--- src/rtl/resize_addr_sequencer_if.sv ---
// rtl/resize_addr_sequencer_if.sv - control and frame-memory signals of the resize address sequencer
//
// Purpose: bundles the start/mode/done handshake with the processing FSM and
// the read/write ports of the source and destination frame memories.
// Ports (master = sequencer side):
//   start, mode          control inputs from the processing FSM
//   busy, done, state    status outputs
//   rd_en, rd_addr       source read strobe/address; rd_data returns RD_LAT cycles later
//   wr_en, wr_addr,
//   wr_data, wr_ready    destination write request held until wr_ready
interface resize_addr_sequencer_if #(
  parameter int SRC_W  = 160,
  parameter int SRC_H  = 120,
  parameter int PIX_W  = 8,
  parameter int SRC_AW = $clog2(SRC_W * SRC_H),
  parameter int DST_AW = $clog2(4 * SRC_W * SRC_H)
);
  logic              start;
  logic [1:0]        mode;
  logic              busy;
  logic              done;
  logic [2:0]        state;
  logic              rd_en;
  logic [SRC_AW-1:0] rd_addr;
  logic [PIX_W-1:0]  rd_data;
  logic              wr_en;
  logic [DST_AW-1:0] wr_addr;
  logic [PIX_W-1:0]  wr_data;
  logic              wr_ready;

  modport master (
    input  start, mode, rd_data, wr_ready,
    output busy, done, state, rd_en, rd_addr, wr_en, wr_addr, wr_data
  );

  modport slave (
    output start, mode, rd_data, wr_ready,
    input  busy, done, state, rd_en, rd_addr, wr_en, wr_addr, wr_data
  );
endinterface

--- src/rtl/resize_addr_sequencer.sv ---
// rtl/resize_addr_sequencer.sv - per-pixel source/destination address sequencer for the resize datapath
//
// Purpose: after start, walks every destination pixel in raster order, reads
// the matching source pixel (copy, 2x zoom or 2x downscale) and writes it to
// the destination frame memory, one pixel at a time.
// Ports:
//   clk      system clock, rising edge
//   reset_n  asynchronous active-low reset
//   bus      resize_addr_sequencer_if master modport (control + frame memories)
module resize_addr_sequencer #(
  parameter int SRC_W  = 160,
  parameter int SRC_H  = 120,
  parameter int PIX_W  = 8,
  parameter int RD_LAT = 1,
  parameter int SRC_AW = $clog2(SRC_W * SRC_H),
  parameter int DST_AW = $clog2(4 * SRC_W * SRC_H)
) (
  input  logic                    clk,
  input  logic                    reset_n,
  resize_addr_sequencer_if.master bus
);
  localparam int DX_W  = $clog2(2 * SRC_W) + 1;
  localparam int DY_W  = $clog2(2 * SRC_H) + 1;
  localparam int LAT_W = $clog2(RD_LAT + 1);

  localparam logic [1:0] MODE_COPY = 2'b00;
  localparam logic [1:0] MODE_ZOOM = 2'b01;
  localparam logic [1:0] MODE_DOWN = 2'b10;

  typedef enum logic [2:0] {
    S_IDLE  = 3'd0,
    S_ISSUE = 3'd1,
    S_WAIT  = 3'd2,
    S_WRITE = 3'd3,
    S_DONE  = 3'd4
  } state_t;

  state_t            state_q, state_d;
  logic [1:0]        mode_q, mode_d;
  logic [DX_W-1:0]   dx_q, dx_d, dx_last;
  logic [DY_W-1:0]   dy_q, dy_d, dy_last;
  logic [SRC_AW-1:0] row_base_q, row_base_d, sx, row_step;
  logic [DST_AW-1:0] wr_addr_q, wr_addr_d;
  logic [PIX_W-1:0]  wr_data_q, wr_data_d;
  logic [LAT_W-1:0]  lat_q, lat_d;
  logic              rd_en, last_pix;

  // Mode-dependent geometry. row_base tracks the source row start so no
  // multiplier is needed; zoom repeats each source row twice, so its base only
  // moves after the odd destination row.
  always_comb begin
    dx_last  = DX_W'(SRC_W - 1);
    dy_last  = DY_W'(SRC_H - 1);
    sx       = SRC_AW'(dx_q);
    row_step = SRC_AW'(SRC_W);
    case (mode_q)
      MODE_ZOOM: begin
        dx_last  = DX_W'(2 * SRC_W - 1);
        dy_last  = DY_W'(2 * SRC_H - 1);
        sx       = SRC_AW'(dx_q >> 1);
        row_step = dy_q[0] ? SRC_AW'(SRC_W) : '0;
      end
      MODE_DOWN: begin
        dx_last  = DX_W'(SRC_W / 2 - 1);
        dy_last  = DY_W'(SRC_H / 2 - 1);
        sx       = SRC_AW'({dx_q, 1'b0});
        row_step = SRC_AW'(2 * SRC_W);
      end
      default: ;
    endcase
  end

  assign last_pix = (dx_q == dx_last) && (dy_q == dy_last);

  always_comb begin
    state_d    = state_q;
    mode_d     = mode_q;
    dx_d       = dx_q;
    dy_d       = dy_q;
    row_base_d = row_base_q;
    wr_addr_d  = wr_addr_q;
    wr_data_d  = wr_data_q;
    lat_d      = lat_q;
    case (state_q)
      S_IDLE: begin
        if (bus.start) begin
          // Reserved mode 11 is folded into copy at the latch point.
          mode_d     = (bus.mode == 2'b11) ? MODE_COPY : bus.mode;
          dx_d       = '0;
          dy_d       = '0;
          wr_addr_d  = '0;
          row_base_d = '0;
          lat_d      = '0;
          state_d    = S_ISSUE;
        end
      end
      S_ISSUE: begin
        lat_d   = '0;
        state_d = S_WAIT;
      end
      S_WAIT: begin
        if (lat_q == LAT_W'(RD_LAT - 1)) begin
          wr_data_d = bus.rd_data;
          state_d   = S_WRITE;
        end else begin
          lat_d = lat_q + 1'b1;
        end
      end
      S_WRITE: begin
        if (bus.wr_ready) begin
          if (last_pix) begin
            state_d = S_DONE;
          end else begin
            wr_addr_d = wr_addr_q + 1'b1;
            state_d   = S_ISSUE;
            if (dx_q == dx_last) begin
              dx_d       = '0;
              dy_d       = dy_q + 1'b1;
              row_base_d = row_base_q + row_step;
            end else begin
              dx_d = dx_q + 1'b1;
            end
          end
        end
      end
      S_DONE:  state_d = S_IDLE;
      default: state_d = S_IDLE;
    endcase
  end

  always_ff @(posedge clk or negedge reset_n) begin
    if (!reset_n) begin
      state_q    <= S_IDLE;
      mode_q     <= MODE_COPY;
      dx_q       <= '0;
      dy_q       <= '0;
      row_base_q <= '0;
      wr_addr_q  <= '0;
      wr_data_q  <= '0;
      lat_q      <= '0;
    end else begin
      state_q    <= state_d;
      mode_q     <= mode_d;
      dx_q       <= dx_d;
      dy_q       <= dy_d;
      row_base_q <= row_base_d;
      wr_addr_q  <= wr_addr_d;
      wr_data_q  <= wr_data_d;
      lat_q      <= lat_d;
    end
  end

  assign rd_en       = (state_q == S_ISSUE);
  assign bus.rd_en   = rd_en;
  // Address is gated so the bus reads 0 outside ISSUE.
  assign bus.rd_addr = rd_en ? (row_base_q + sx) : '0;
  assign bus.wr_en   = (state_q == S_WRITE);
  assign bus.wr_addr = wr_addr_q;
  assign bus.wr_data = wr_data_q;
  assign bus.busy    = (state_q != S_IDLE);
  assign bus.done    = (state_q == S_DONE);
  assign bus.state   = state_q;
endmodule

--- src/flat_wrapper.sv ---
// flat-port wrapper written by rule: the top's interface ports become plain ports
module resize_addr_sequencer_flat 
#(
  parameter int SRC_W  = 160,
  parameter int SRC_H  = 120,
  parameter int PIX_W  = 8,
  parameter int RD_LAT = 1,
  parameter int SRC_AW = $clog2(SRC_W * SRC_H),
  parameter int DST_AW = $clog2(4 * SRC_W * SRC_H)
)
  (clk, reset_n, bus_start, bus_mode, bus_rd_data, bus_wr_ready, bus_busy, bus_done, bus_state, bus_rd_en, bus_rd_addr, bus_wr_en, bus_wr_addr, bus_wr_data);
  resize_addr_sequencer_if #(.SRC_W(SRC_W), .SRC_H(SRC_H), .PIX_W(PIX_W), .SRC_AW(SRC_AW), .DST_AW(DST_AW)) bus_i ();
  input  logic clk;
  input  logic reset_n;
  input wire logic [$bits(bus_i.start)-1:0] bus_start;
  input wire logic [$bits(bus_i.mode)-1:0] bus_mode;
  input wire logic [$bits(bus_i.rd_data)-1:0] bus_rd_data;
  input wire logic [$bits(bus_i.wr_ready)-1:0] bus_wr_ready;
  output wire logic [$bits(bus_i.busy)-1:0] bus_busy;
  output wire logic [$bits(bus_i.done)-1:0] bus_done;
  output wire logic [$bits(bus_i.state)-1:0] bus_state;
  output wire logic [$bits(bus_i.rd_en)-1:0] bus_rd_en;
  output wire logic [$bits(bus_i.rd_addr)-1:0] bus_rd_addr;
  output wire logic [$bits(bus_i.wr_en)-1:0] bus_wr_en;
  output wire logic [$bits(bus_i.wr_addr)-1:0] bus_wr_addr;
  output wire logic [$bits(bus_i.wr_data)-1:0] bus_wr_data;
  assign bus_i.start = bus_start;
  assign bus_i.mode = bus_mode;
  assign bus_i.rd_data = bus_rd_data;
  assign bus_i.wr_ready = bus_wr_ready;
  assign bus_busy = bus_i.busy;
  assign bus_done = bus_i.done;
  assign bus_state = bus_i.state;
  assign bus_rd_en = bus_i.rd_en;
  assign bus_rd_addr = bus_i.rd_addr;
  assign bus_wr_en = bus_i.wr_en;
  assign bus_wr_addr = bus_i.wr_addr;
  assign bus_wr_data = bus_i.wr_data;
  resize_addr_sequencer #(.SRC_W(SRC_W), .SRC_H(SRC_H), .PIX_W(PIX_W), .RD_LAT(RD_LAT), .SRC_AW(SRC_AW), .DST_AW(DST_AW)) u_core (.clk(clk), .reset_n(reset_n), .bus(bus_i));
endmodule
--- config.mk ---
export PLATFORM = sky130hd
export DESIGN_NAME = resize_addr_sequencer_flat
export DESIGN_NICKNAME = d
export VERILOG_FILES = /design/src/rtl/resize_addr_sequencer_if.sv /design/src/rtl/resize_addr_sequencer.sv /design/src/flat_wrapper.sv
export SDC_FILE = /design/constraint.sdc
export NUM_CORES = 1
export LEC_CHECK = 0
export CORE_MARGIN = 2
export CORE_UTILIZATION = 55
export DETAILED_ROUTE_END_ITERATION = 16
export GPL_TIMING_DRIVEN = 0
export PLACE_DENSITY = 0.86
export SYNTH_ARGS = -nofsm -noshare
export SYNTH_HDL_FRONTEND = slang
export SYNTH_SLANG_ARGS = --single-unit
--- constraint.sdc ---
create_clock -name clk -period 3.7 [get_ports clk]
set_input_delay 0.37 -clock clk [delete_from_list [all_inputs] [get_ports clk]]
set_output_delay 0.37 -clock clk [all_outputs]
set_load 0.02 [all_outputs]
==> metrics.txt, run 1 <==
Post-synth ARST share=1.000; critical path required time=3.33 ns; setup-violating endpoint count in the final report=0; I/O pin count=61; post-synthesis compound-gate area fraction=0.2005; count of final max-slew check failures=0; worst slew margin relative to its limit=0.4729; fin area=0.005092 mm2; total of flip-flops plus latches after synthesis=59; Avg WL per Cell=17.54 um; source-to-sink clock delay at the later pin of the worst-skew pair=0.34 ns; overall die area=0.008266 mm2; detailed-placement wirelength estimate=7932 um; final critical-path required period=3.566 ns; critical path startpoint category=register; count of max-cap constraint violations=0; number of DRC markers in iteration 0=275; crit path setup slack, layout=0.1338 ns; pre-CTS setup slack=-0.09775 ns; multiplexer area fraction after synthesis=0.06564; total of fill cells in the finished design=580; adder and majority cell fraction of the synthesized area=0.05902; Cell Rows=31; cell taking the most area after synthesis=dfrtp_1; number of buffer cells added on primary ports=60; post-detailed-routing wire length=11170 um; post-detailed-route via-to-cell ratio=6.231; number of enable flip-flop cells after synthesis=0; drt drc=0; Pre-Repair DR Iteration Count=5; distinct cell type count of the synthesized netlist=69; wire length of the first global-routing pass=18530 um; main combinational cell family by area after synthesis=simple AND/OR/NAND/NOR gates; width of the chip=90.92 um; fraction of the yosys area taken by sequential cells=0.3553; leakage dissipation=2.183 nW; layout cell share with drive strength beyond 1=0.1245; post-synthesis cell count=464; class of the tightest hold or removal check=in -> async; Synth Area in Simple Gates=0.2460; overall die height=90.92 um; overall track demand over capacity in global routing=0.2729; classification of the worst setup path=reg -> out; Data arrival, critical path=3.20 ns; Num Clock Sinks=59; slew at the pin with the worst max-slew slack=0.7906 ns; synthesized area=0.004155 mm2; number of vias after detailed routing=3969; Synth Flop Type=dfrtp_1; buffer type at the clock tree root=clkbuf_8; number of nets in the layout=567; final-report hold violation count=0; CTS buffer count=9; outcome=complete, no violations; clock slew at the register clock pins of the worst setup and hold paths=0.07 ns; power density over the cells=616.2 mW/mm2; Setup Skew=0.006220 ns; cell types with the largest area share after synthesis=dfrtp_1 (36%), ha_1 (5.4%), nand2_1 (4.2%); synthesized-area fraction occupied by xor and xnor cells=0.01867; Core Box Area=0.007292 mm2; area share of the largest cell type after synthesis=0.3553; number of global-route vias before repair=3933; Final ANT Viol Nets=0; remaining global-route overflow=0; maximum resistive drop on vdd=0.5093 mV; Post-CTS Repair Setup Buffers=0; Clock Tree Buf Depth=2; maximum frequency from static timing analysis=280.4 MHz; syn avg cell area=8.955 um2; synthesized net count=497; H-Tree Depth=3; number of antenna violations at the first check in global routing=0; initial cell density of the core=0.5698; hold_buf cts=0; critical path capture point type=output pin; synth warn=0; placer congestion estimate=0.9283; critical-path maximum fanout=10; synth-to-layout area growth=22.55%; number of diodes=0; area of placed instances=0.004895 mm2; share of the clock period used by the worst path after layout=0.9638; pin count of the biggest net entering global routing=33; CTS tree=done
registers in the layout, summed over array words and instances, names as in the netlist:
register	count
u_core.bus.state	3
u_core.bus.wr_addr	17
u_core.row_base_q	10
u_core.bus.wr_data	8
u_core.dy_q	9
u_core.mode_q	2
u_core.dx_q	10
worst max-delay path, cell delays in order, from the launching register on:
cell	delay, ns
dfrtp_1	0.41
inv_1	0.10
ha_2	0.28
buf_6	0.14
clkbuf_2	0.17
o21ai_1	0.21
ha_1	0.28
a21o_1	0.19
a21oi_2	0.21
o21bai_1	0.10
a21oi_1	0.22
mux2i_1	0.23
clkdlybuf4s15_1	0.32
cell families (layout without fill, tap and decap cells):
kind of cell	Yosys count	after routing
xor+xnor	8	8
buf+inv	46	120
flops	59	59
mux	26	26
compound gates	122	122
simple gates	184	184
fa+ha+maj	19	19
final cells by class:
cell class / count / area [um2] / area share
Inverter: 18 / 67.56 / 0.01327
Multi-Input combinational cell: 359 / 2465 / 0.4840
Sequential cell: 59 / 1476 / 0.2899
Clock inverter: 2 / 35.03 / 0.006880
Timing Repair Buffer: 61 / 610.6 / 0.1199
Tap cell: 99 / 123.9 / 0.02432
Clock buffer: 13 / 158.9 / 0.03120
Buffer: 26 / 155.1 / 0.03047
metal layers:
| layer | track usage | routed length, um | vias up |
|---|---|---|---|
| met4 | 0.1124 | 320 | 0 |
| li1 | - | - | 1842 |
| met3 | 0.05175 | 770 | 39 |
| met2 | 0.4451 | 5422 | 204 |
| met5 | 0 | 0 | - |
| met1 | 0.3564 | 4660 | 1884 |
cell usage in the layout, fill, tap and decap left out, drive strengths merged, types with 4 or more instances in the layout:
| cell | instances |
|---|---|
| and2 | 6 |
| and3b | 4 |
| mux2i | 16 |
| a22o | 6 |
| a22oi | 8 |
| ha | 18 |
| inv | 18 |
| nor3b | 6 |
| nor4 | 6 |
| and3 | 8 |
| o21a | 4 |
| clkdlybuf4s50 | 53 |
| o22ai | 4 |
| clkbuf | 24 |
| a21oi | 31 |
| dfrtp | 59 |
| o22a | 4 |
| nand2b | 20 |
| nand4 | 9 |
| nor3 | 14 |
| o21ai | 20 |
| buf | 18 |
| nor2 | 28 |
| nand3 | 16 |
| a21o | 4 |
| or4 | 6 |
| a31oi | 16 |
| xnor2 | 5 |
| mux2 | 10 |
| nand2 | 46 |
stage by stage:
step	power [mW]	std cells	utilization	TNS [ns]	hold WS, ns
3_3_place_gp	2.438	623	0.6692	0	0.4688
6_report	3.138	637	0.6984	0	0.05956
4_1_cts	3.119	637	0.6968	0	0.07653
2_1_floorplan	1.938	464	-	0	0.07441
5_1_grt	3.321	637	0.6984	-0.004718	0.1107
3_5_place_dp	2.509	624	0.6712	-0.1885	0.4427
Yosys cell counts (all sizes together), types with 8 or more instances:
cell type and number:
o21ai 20, ha 18, a31oi 16, nand2b 20
a22oi 8, dfrtp 59, nand4 9, mux2i 16
clkbuf 12, a21oi 31, nor2 28, mux2 10
nor3 14, nand3 16, inv 18, buf 16
and3 8, nand2 46
what timing repair did:
item / 4_1_cts / 5_1_grt
pin swaps: 0 / 0
setup endpoints to repair: 7 / 5
gates resized for setup: 10 / 8
path summary, 6_finish.rpt:
check,startpoint,end,slack [ns],cells after the start
min,reset_n,u_core.bus.wr_addr[4]$_DFFE_PN0P_,0.06,1
min in group clk,u_core.dy_q[8]$_DFFE_PN0P_,u_core.dy_q[8]$_DFFE_PN0P_,0.48,1
min reg2reg,u_core.dy_q[8]$_DFFE_PN0P_,u_core.dy_q[8]$_DFFE_PN0P_,0.48,1
max reg2reg,u_core.mode_q[1]$_DFFE_PN0P_,u_core.row_base_q[11]$_DFFE_PN0P_,0.95,12
max in group asynchronous,reset_n,u_core.row_base_q[12]$_DFFE_PN0P_,3.03,2
max,u_core.mode_q[0]$_DFFE_PN0P_,bus_rd_addr[10],0.13,12
power by group:
part | internal (mW) | switching, mW | total (mW)
Combinational | 0.654 | 0.954 | 1.61
Sequential | 0.786 | 0.145 | 0.931
Clock | 0.344 | 0.255 | 0.599
Note: power is estimated with default switching activity, not from simulation.
==> run 2: changes to the inputs <==
--- a/config.mk
+++ b/config.mk
@@ -7,6 +7,7 @@
 export LEC_CHECK = 0
 export CORE_MARGIN = 2
 export CORE_UTILIZATION = 55
+export CTS_BUF_LIST = sky130_fd_sc_hd__clkbuf_16
 export DETAILED_ROUTE_END_ITERATION = 16
 export GPL_TIMING_DRIVEN = 0
 export PLACE_DENSITY = 0.86
==> run 2 against run 1 <==
  * Sequential power about the same
  * First-iteration DRC count up 14%
  * Final cell count unchanged
  * Combinational power about the same
  * Non-clock buffer count unchanged
==> metrics.txt, run 2 (same netlist as run 1, synthesis figures left out) <==
drt drc=0 (unchanged); Cell Rows=31 (unchanged); Setup Skew=0.004324 ns (was 0.006220 ns); power after layout=3.343 mW (was 3.138 mW); CTS buffer count=9 (unchanged); Core Box Area=0.007292 mm2 (unchanged); Pre-Repair DR Iteration Count=6 (was 5); CTS tree=done (unchanged); overall track demand over capacity in global routing=0.2820 (was 0.2729); initial cell density of the core=0.5698 (unchanged); post-detailed-routing wire length=11560 um (was 11170 um); fin area=0.005171 mm2 (was 0.005092 mm2); critical path startpoint category=register (unchanged); source-to-sink clock delay at the later pin of the worst-skew pair=0.33 ns (was 0.34 ns); I/O pin count=61 (unchanged); number of nets in the layout=567 (unchanged); wire length of the first global-routing pass=19050 um (was 18530 um); worst slew margin relative to its limit=0.4687 (was 0.4729); width of the chip=90.92 um (unchanged); GRT Max-Usage Layer=met2 (unchanged); H-Tree Depth=3 (unchanged); final-report hold violation count=0 (unchanged); met1 global-route usage=0.3663 (was 0.3564); overall die height=90.92 um (unchanged); area of placed instances=0.004895 mm2 (unchanged); total instance count after detailed placement=624 (unchanged); Avg WL per Cell=18.15 um (was 17.54 um); Crit-path slowest cell=dfrtp_1 (unchanged); setup-violating endpoint count in the final report=0 (unchanged); slew at the pin with the worst max-slew slack=0.7969 ns (was 0.7906 ns); cell-by-cell listing of the critical path=inv_1, ha_2, buf_6, clkbuf_2, nand2_1, o21ai_1, ha_1, a21o_1, a21oi_2, o21bai_1, a21oi_1, mux2i_1, dlygate4sd2_1 (was inv_1, ha_2, buf_6, clkbuf_2, o21ai_1, ha_1, a21o_1, a21oi_2, o21bai_1, a21oi_1, mux2i_1, clkdlybuf4s15_1); leading cell type in the layout, fill and taps excluded=dfrtp_1 (unchanged); met3 GRT Util=0.04424 (was 0.05175); Clock Tree Buf Depth=2 (unchanged); placer congestion estimate=0.9283 (unchanged); delay of the slowest cell on the worst path=0.39 ns (was 0.41 ns); number of diodes=0 (unchanged); classification of the worst setup path=reg -> out (unchanged); leakage dissipation=2.234 nW (was 2.183 nW); maximum frequency from static timing analysis=279.7 MHz (was 280.4 MHz); M2 GR Usage=0.4716 (was 0.4451); share of the clock period used by the worst path after layout=0.9664 (was 0.9638); critical path capture point type=output pin (unchanged); Final ANT Viol Nets=0 (unchanged); layout cell share with drive strength beyond 1=0.1208 (was 0.1245); critical path required time=3.33 ns (about the same); critical-path maximum fanout=10 (unchanged); count of final max-slew check failures=0 (unchanged); outcome=complete, no violations (unchanged); number of global-route vias before repair=3959 (was 3933); post-detailed-route via-to-cell ratio=6.366 (was 6.231); post-route non-filler standard cell count=637 (unchanged); clock slew at the register clock pins of the worst setup and hold paths=0.05 ns (was 0.07 ns); count of max-cap constraint violations=0 (unchanged); Data arrival, critical path=3.21 ns (was 3.20 ns); final-layout setup total negative slack=0 ns (unchanged); commonest cells after routing, fill and taps aside=dfrtp_1 (59), clkdlybuf4s50_1 (53), nand2_1 (46) (unchanged); final critical-path required period=3.576 ns (was 3.566 ns); pin count of the biggest net entering global routing=33 (unchanged); maximum resistive drop on vdd=0.4828 mV (was 0.5093 mV); number of buffer cells added on primary ports=60 (unchanged); overall die area=0.008266 mm2 (unchanged); number of vias after detailed routing=4055 (was 3969); remaining global-route overflow=0 (unchanged); class of the tightest hold or removal check=in -> async (unchanged); number of antenna violations at the first check in global routing=0 (unchanged); synth-to-layout area growth=24.45% (was 22.55%); Largest register FFs=17 (unchanged); WHS=0.07119 ns (was 0.05956 ns); number of DRC markers in iteration 0=313 (was 275); detailed-placement wirelength estimate=7932 um (unchanged); power density over the cells=646.5 mW/mm2 (was 616.2 mW/mm2); Num Clock Sinks=59 (unchanged); buffer type at the clock tree root=clkbuf_16 (was clkbuf_8)
## run 2: changes by cell type in the layout (fill, tap and decap cells not counted), sizes merged
cell | before | now
clkbuf | 24 | 20
clkdlybuf4s15 | 2 | 0
clkinv | 1 | 3
dlygate4sd2 | 2 | 4
inv | 18 | 20
## run 2: stage by stage
| step | utilization | setup WS (ns) |
|---|---|---|
| global route | 0.7092 | -0.002427 |
| detailed placement | 0.6712 | -0.09775 |
| global placement | 0.6692 | 0.007700 |
| CTS | 0.7080 | 0.03809 |
| finish | 0.7092 | 0.1243 |
| floorplan | - | 0.5665 |
## run 2: area by class of cell
cell class,count,area [um2]
Clock inverter,6,50.05
Timing Repair Buffer,61,608.1
Tap cell,99,123.9
Fill cell,578,2121
Multi-Input combinational cell,359,2465
Inverter,18,67.56
Clock buffer,9,225.2
Sequential cell,59,1476
Buffer,26,155.1
## run 2: routing by layer
metal | routed length (um) | up-vias
met2 | 5698 | 225
li1 | - | 1853
met4 | 246 | 0
met5 | 0 | -
met3 | 840 | 34
met1 | 4774 | 1943
## run 2: repair_timing
action	CTS	global route
hold buffers	0	0
gates resized for setup	10	6
buffers inserted	0	0
pin swaps	0	0
endpoints found under the setup margin	7	5
## run 2: critical path: cells and delay by family, from the launching register on
family,cells,cell delay [ns]
multiplexers,1,0.23
AND/OR/NAND/NOR,1,0.06
buffers and inverters,4,0.77
flip-flops,1,0.39
adder cells (fa/ha/maj),2,0.60
AO/OA/AOI/OAI,5,0.83
## run 2: final timing paths
| check | startpoint | depth (start not counted) | endpoint | slack, ns |
|---|---|---|---|---|
| worst max-delay path | u_core.mode_q[0]$_DFFE_PN0P_ | 13 | bus_rd_addr[10] | 0.12 |
| worst min-delay path | reset_n | 1 | u_core.bus.wr_addr[4]$_DFFE_PN0P_ | 0.07 |
| worst max register to register | u_core.mode_q[0]$_DFFE_PN0P_ | 11 | u_core.row_base_q[11]$_DFFE_PN0P_ | 0.96 |
| worst min register to register | u_core.dy_q[8]$_DFFE_PN0P_ | 1 | u_core.dy_q[8]$_DFFE_PN0P_ | 0.48 |
| max in group asynchronous | reset_n | 2 | u_core.row_base_q[12]$_DFFE_PN0P_ | 3.02 |
| min in group clk | u_core.dy_q[8]$_DFFE_PN0P_ | 1 | u_core.dy_q[8]$_DFFE_PN0P_ | 0.48 |
## run 2: power by group
group | leakage [nW] | switching, mW | internal (mW)
registers | 0.782 | 0.145 | 0.788
clock network | 0.143 | 0.285 | 0.505
logic | 1.31 | 0.965 | 0.655
